--- src/rtl/led_pattern_sel.sv ---
// LED pattern selector: debounced push button cycles through N pattern buses,
// blanking the LEDs for a few cycles after each switch.
module led_pattern_sel #(
    parameter int N_LEDS          = 4,
    parameter int N_PATTERNS      = 4,
    parameter int DEBOUNCE_CYCLES = 1_000_000,
    parameter int BLANK_CYCLES    = 8,
    localparam int SEL_W = (N_PATTERNS > 1) ? $clog2(N_PATTERNS) : 1
) (
    input  logic                         clk,
    input  logic                         i_reset,
    input  logic                         i_btn,
    input  logic [N_PATTERNS*N_LEDS-1:0] i_patterns,
    output logic [N_LEDS-1:0]            o_leds,
    output logic [SEL_W-1:0]             o_sel,
    output logic                         o_switch,
    output logic                         o_blank
);

    localparam int CNT_W      = $clog2(DEBOUNCE_CYCLES + 1);
    localparam int BCNT_W     = (BLANK_CYCLES > 1) ? $clog2(BLANK_CYCLES) : 1;
    localparam int BLANK_INIT = (BLANK_CYCLES > 0) ? BLANK_CYCLES - 1 : 0;

    typedef enum logic {
        IDLE,
        BLANK
    } state_t;

    logic              sync1_q, sync2_q;
    logic              stable_q, stable_d, stable_d1_q;
    logic [CNT_W-1:0]  cnt_q, cnt_d, cnt_inc;
    logic              press;

    state_t            state_q, state_d;
    logic [SEL_W-1:0]  sel_q, sel_d;
    logic [BCNT_W-1:0] bcnt_q, bcnt_d;
    logic              blank_q, blank_d;
    logic              switch_q, switch_d;

    // Counter only runs while the synchronised level disagrees with the accepted one
    always_comb begin
        cnt_inc  = cnt_q + CNT_W'(1);
        stable_d = stable_q;
        cnt_d    = '0;
        if (sync2_q != stable_q) begin
            if (cnt_inc == CNT_W'(DEBOUNCE_CYCLES)) begin
                stable_d = sync2_q;
            end else begin
                cnt_d = cnt_inc;
            end
        end
    end

    assign press = stable_q & ~stable_d1_q;

    always_comb begin
        state_d  = state_q;
        sel_d    = sel_q;
        bcnt_d   = bcnt_q;
        blank_d  = blank_q;
        switch_d = 1'b0;
        unique case (state_q)
            IDLE: begin
                if (press) begin
                    sel_d    = (sel_q == SEL_W'(N_PATTERNS - 1)) ? '0 : sel_q + SEL_W'(1);
                    switch_d = 1'b1;
                    if (BLANK_CYCLES > 0) begin
                        bcnt_d  = BCNT_W'(BLANK_INIT);
                        blank_d = 1'b1;
                        state_d = BLANK;
                    end
                end
            end
            BLANK: begin
                // Presses arriving here are intentionally dropped
                if (bcnt_q == '0) begin
                    blank_d = 1'b0;
                    state_d = IDLE;
                end else begin
                    bcnt_d = bcnt_q - BCNT_W'(1);
                end
            end
            default: state_d = IDLE;
        endcase
    end

    always_ff @(posedge clk or posedge i_reset) begin
        if (i_reset) begin
            sync1_q     <= 1'b0;
            sync2_q     <= 1'b0;
            stable_q    <= 1'b0;
            stable_d1_q <= 1'b0;
            cnt_q       <= '0;
            state_q     <= IDLE;
            sel_q       <= '0;
            bcnt_q      <= '0;
            blank_q     <= 1'b0;
            switch_q    <= 1'b0;
        end else begin
            sync1_q     <= i_btn;
            sync2_q     <= sync1_q;
            stable_q    <= stable_d;
            stable_d1_q <= stable_q;
            cnt_q       <= cnt_d;
            state_q     <= state_d;
            sel_q       <= sel_d;
            bcnt_q      <= bcnt_d;
            blank_q     <= blank_d;
            switch_q    <= switch_d;
        end
    end

    always_comb begin
        o_leds = '0;
        if (!blank_q) begin
            for (int k = 0; k < N_PATTERNS; k++) begin
                if (sel_q == SEL_W'(k)) begin
                    o_leds = i_patterns[k*N_LEDS +: N_LEDS];
                end
            end
        end
    end

    assign o_sel    = sel_q;
    assign o_switch = switch_q;
    assign o_blank  = blank_q;

endmodule

--- config.mk ---
export PLATFORM = sky130hd
export DESIGN_NAME = led_pattern_sel
export DESIGN_NICKNAME = d
export VERILOG_FILES = /design/src/rtl/led_pattern_sel.sv
export SDC_FILE = /design/constraint.sdc
export NUM_CORES = 1
export LEC_CHECK = 0
export ABC_AREA = 1
export CORE_MARGIN = 4
export CORE_UTILIZATION = 58
export CTS_CLUSTER_SIZE = 24
export DETAILED_ROUTE_END_ITERATION = 6
export PLACE_DENSITY = 0.84
export SETUP_SLACK_MARGIN = 0.5
export SLEW_MARGIN = 20
export SYNTH_ARGS = -nofsm -noshare
export SYNTH_HDL_FRONTEND = slang
export SYNTH_SLANG_ARGS = --single-unit
--- constraint.sdc ---
create_clock -name clk -period 2.6 [get_ports clk]
set_input_delay 0.78 -clock clk [delete_from_list [all_inputs] [get_ports clk]]
set_output_delay 0.78 -clock clk [all_outputs]
set_load 0.05 [all_outputs]
=== Yosys cells after proc, flatten, opt, wreduce, memory -nomap -nowiden ===
Cells that the tools add are included.
W data, S select, Z words.

* Register bits after elaboration: 32
* Output and inout bits: 8

* $add $sub $neg: 3
* Equal/unequal tests: 8
* Muxes and demuxes: 18
* Bitwise operators: 3
* Reductions and logical operators: 6

{| class="wikitable"
|+ Operators with widths
! operator !! number
|-
| $mux W20 || 2
|-
| $add A20 B1 Y20 const B || 1
|-
| $eq A20 B20 Y1 const B || 1
|-
| $mux W4 || 5
|-
| $reduce_and A2 Y1 || 4
|-
| $mux W3 || 2
|-
| $pmux W3 S2 || 1
|-
| $mux W1 || 5
|-
| $eq A2 B2 Y1 const B || 2
|-
| $ne A2 B2 Y1 const B || 2
|-
| $pmux W1 S2 || 2
|-
| $logic_not A3 Y1 || 1
|-
| $sub A3 B1 Y3 const B || 1
|-
| $add A2 B1 Y2 const B || 1
|-
| $eq A2 B1 Y1 const B || 1
|-
| $logic_not A2 Y1 || 1
|-
| $mux W2 || 1
|-
| $ne A2 B1 Y1 const B || 1
|-
| $not A1 Y1 || 2
|-
| $and A1 B1 Y1 || 1
|-
| $ne A1 B1 Y1 || 1
|}

=== Depth between registers and ports, before layout ===
* Depth after elaboration: 6
* Gate-level depth with buffers: 13

=== Least setup slack after synthesis ===
Ideal clock, no wire load.

* Path kind: register -> output
* Start point: register sel_q[0], in the netlist o_sel[0]
* End point: output o_leds[0]
* Data arrival time: 2.161 ns
* Data required time: 1.820 ns
* Setup slack: -0.341 ns
* Stages on the path, launching flop included: 7
* Buffers on the path: 1
* Cell sequence: dfrtp_1 > inv_1 > ha_1 > clkbuf_1 > o31ai_1 > o21ai_0 > nor2_1

* Word-level cells in the longest chain between the ends: 6
* Elaborated cells on any way between the ends: 9
* Those cells by class: eq/ne: 3; mux: 5; reduce/logical: 1

{| class="wikitable"
|+ RTL lines
! item !! line !! RTL
|-
| start: declaration || 35 || <nowiki>logic [SEL_W-1:0] sel_q, sel_d;</nowiki>
|-
| start signal: assignment || 106 || <nowiki>sel_q <= sel_d;</nowiki>
|-
| $logic_not A2 Y1 || 117 || <nowiki>if (sel_q == SEL_W'(k)) begin</nowiki>
|-
| $mux W4 (3 in series) || 117 ||
|-
| $mux W4 (*) || 117 ||
|-
| $mux W4 (*) || 115 || <nowiki>if (!blank_q) begin</nowiki>
|-
| end: declaration || 14 || <nowiki>output logic [N_LEDS-1:0] o_leds,</nowiki>
|}

Mark *: on every way between the ends. The rest lies on a longest branch, timed or not.

=== Worst setup path in the final report ===
* Start point: register sel_q[0], in the netlist o_sel[0]
* End point: output o_leds[1]

Same word-level chain as after synthesis.

==> key figures <==
Route
  – Vias: 1,813
  – DR DRC count: 0
  – Initial DRT Pass Iterations: 4
  – Detail Route Antenna Nets: 0
  – Drt total wl: 4790 um
  – Initial DRC count: 162
  – Post-detailed-route via-to-cell ratio: 5.43
  – Routed len/inst: 14.3 um

Pwr
  – Design Power: 1.04 mW
  – PwrDens: 411 nW/um2
  – Maximum vdd drop: 342 uV
  – Lkg Pwr: 1.11 nW

Clock tree
  – Sink Count: 32
  – H-tree depth: 2
  – TritonCTS Buffers: 5
  – CTS tree: built
  – CTS max path bufs: 2
  – CTS root buffer: clkbuf_4
  – Clock slew at reported path FFs: 110 ps
  – # hold bufs at CTS: 0
  – Clk_lat worst skew: 350 ps

Timing
  – PnR worst setup slack: -3.69 ps
  – Final worst path period need: 2600 ps
  – Setup Skew: 15.3 ps
  – Max Clk Rate: 0.384 GHz
  – RSZ-0062 raised after global routing: yes
  – Worst Max-Slew Pin Slew: 532 ps
  – Final setup vio count: 1
  – Fin. Hold Viols: 0
  – Slew Viols, Final: 0
  – Final TNS setup: -3.69 ps
  – Hold WS: 360 ps
  – Slew headroom: 0.647
  – Tcrit/Tclk final: 1.00

Logic synthesis
  – Asr flop ratio synth: 1.00
  – Post-Synthesis Net Count: 276
  – Area leader, netlist: dfrtp_1
  – Post-synth top area share: 0.423
  – Syn Inst Count: 249
  – Post-synth EDFFs: 0
  – Register area share after synthesis: 0.423
  – Post-synthesis sequential element count: 32
  – Top cells by count, synth: nand2_1, nor2_1, inv_1, dfrtp_1, a21oi_1
  – YS warnings: 0
  – Cell Area, Synth: 1890 um2
  – Most common flop cell mapped by yosys: dfrtp_1
  – Post-Syn Area per Cell: 7.60 um2
  – Most frequent cell after synthesis: nand2_1
  – Distinct cells, synth: 27
  – Top cells by area in the synthesized netlist: dfrtp_1, nand2_1, nor2_1, inv_1, ha_1

Floorplanning
  – Core Region: 3080 um2
  – Die width: 65.1 um
  – Die height: 65.1 um
  – Starting Density: 0.615
  – Die area: 4240 um2
  – # IOs: 27
  – FP Rows: 20

Placed design
  – Post-Place Cells: 320
  – Setup WS pre-CTS: -194 ps
  – Placement Cell Area: 2300 um2
  – Hpwl dp: 3060 um
  – Routability cong.: 0.855
  – Input/output buffers: 26

Critical path
  – Critical Path RT: 1820 ps
  – CP max FO: 4
  – CP arrival: 1820 ps
  – Family with the most delay on the worst path: compound AO/OA/AOI/OAI gates
  – CP startpoint kind: register
  – Reg2Reg Setup Slack: 610 ps
  – R2R cell count: 11
  – Reg2reg end: cnt_q[1]
  – CP max stage cell: dfrtp_2
  – Critical Path End Type: output pin
  – WP buf/inv: 2
  – Worst r2r src: cnt_q[7]
  – Critical path class: reg -> out
  – Crit path cell chain: inv_4 -> ha_4 -> a21oi_2 -> o31ai_1 -> o21ai_1 -> nor2_4 -> buf_12
  – CP peak stage delay: 470 ps

Hold path
  – HP Class: reg -> reg
  – Hold path cells: 0
  – Hold EP: sync2_q
  – Hold Startpoint: sync1_q

Final layout
  – Final Non-Filler Cells: 334
  – Antenna diodes: 0
  – Nets: 316
  – Share of post-route cells with drive strength above 1: 0.238
  – Final Core Density: 0.823
  – Design Area, Final: 2530 um2
  – Area Overhead vs Synth: 33.8%
  – Filler cells: 200

Global route
  – Maximum number of pins on one net before global-route repair: 33
  – Gr ovfl total: 0
  – Antenna violations before repair: 0
  – Global Route Usage Sum: 0.220
  – Global-route wire length before repair: 7060 um
  – Vias in the first global route: 1,582

Job
  – Maximum capacitance violations: 0

Run status
  – Status: finished with violations
  – Failing checks: negative setup slack
[worst max-delay path by stage]
stage	from	to	slack, ps	depth (start not counted)
after floorplan	o_sel[0]	o_leds[0]	280	6
after global placement	i_patterns[1]	o_leds[1]	-160	6
after detailed placement	i_patterns[1]	o_leds[1]	-190	6
after CTS	o_sel[0]	o_leds[1]	3	7
after global routing	o_sel[0]	o_leds[1]	-80	7
final	o_sel[0]	o_leds[1]	-4	7
[cells by family after synthesis]
group	synth area share
adders and majority gates	0.0529
xor gates and xnor gates	0.0185
buffers and inverters	0.0714
DFF	0.423
AOI/OAI and AO/OA	0.0939
and+or+nand+nor	0.340
[where the power goes]
group | switching [mW] | internal (mW)
clock | 0.182 | 0.255
combinational | 0.0497 | 0.0462
sequential | 0.00600 | 0.503
total | 0.238 | 0.804
[layout by cell type, fill, tap and decap left out, types with 2 or more instances in the layout]
| cell | instances |
|---|---|
| inv_4 | 3 |
| clkdlybuf4s50_1 | 9 |
| clkbuf_8 | 2 |
| o31ai_2 | 2 |
| nand3b_1 | 3 |
| dfrtp_2 | 2 |
| buf_12 | 4 |
| a21oi_1 | 13 |
| ha_1 | 4 |
| nand2_4 | 2 |
| o31ai_1 | 2 |
| buf_4 | 8 |
| dlygate4sd2_1 | 12 |
| dfrtp_1 | 30 |
| nand4_1 | 7 |
| nand3_1 | 13 |
| nand2_2 | 3 |
| ha_2 | 2 |
| xnor2_1 | 3 |
| o21ai_0 | 5 |
| inv_1 | 29 |
| nor2_2 | 15 |
| nor2_1 | 27 |
| o21ai_2 | 2 |
| clkbuf_4 | 5 |
| ha_4 | 2 |
| a21oi_2 | 2 |
| nor2_4 | 8 |
| o21ai_1 | 3 |
| nand2_1 | 54 |
[repair_timing]
item / CTS / global route
pin swaps: 17 / 7
buffers inserted: 2 / 3
gates resized for setup: 22 / 18
setup endpoints to repair: 17 / 15
cloned: 0 / 1
[state kept, by name, indices dropped and copies added, names as in the netlist]
register,count
o_blank,1
cnt_q,20
state_q,1
o_sel,2
sync1_q,1
stable_d1_q,1
o_switch,1
stable_q,1
sync2_q,1
bcnt_q,3
[worst reg2reg max path, cell delays in order, from the launching register on]
cell and delay, ps:
dfrtp_1 420, nand2_1 120, nor2_1 250, nand2_2 130, nor2_4 150, nand2_1 80
nand2_1 100, nand3_1 100, nor2_2 200, nand3_4 160, nand2_4 160, nor2_2 40
[layout make-up]
type,count,area (um2),share of cell area
repair buffers,34,347,0.137
clock buffers,7,65.1,0.0257
multi-input cells,182,1100,0.433
clock inverters,1,30.0,0.0119
flip-flops and latches,32,803,0.317
well taps,44,55.1,0.0217
inverters,34,135,0.0534
[metal layers]
metal / global-route usage / wire length [um]
met1: 0.301 / 2080
met2: 0.331 / 2270
met3: 0.0632 / 349
met4: 0.0855 / 89
met5: 0 / 0
Note: power is estimated with default switching activity, not from simulation.
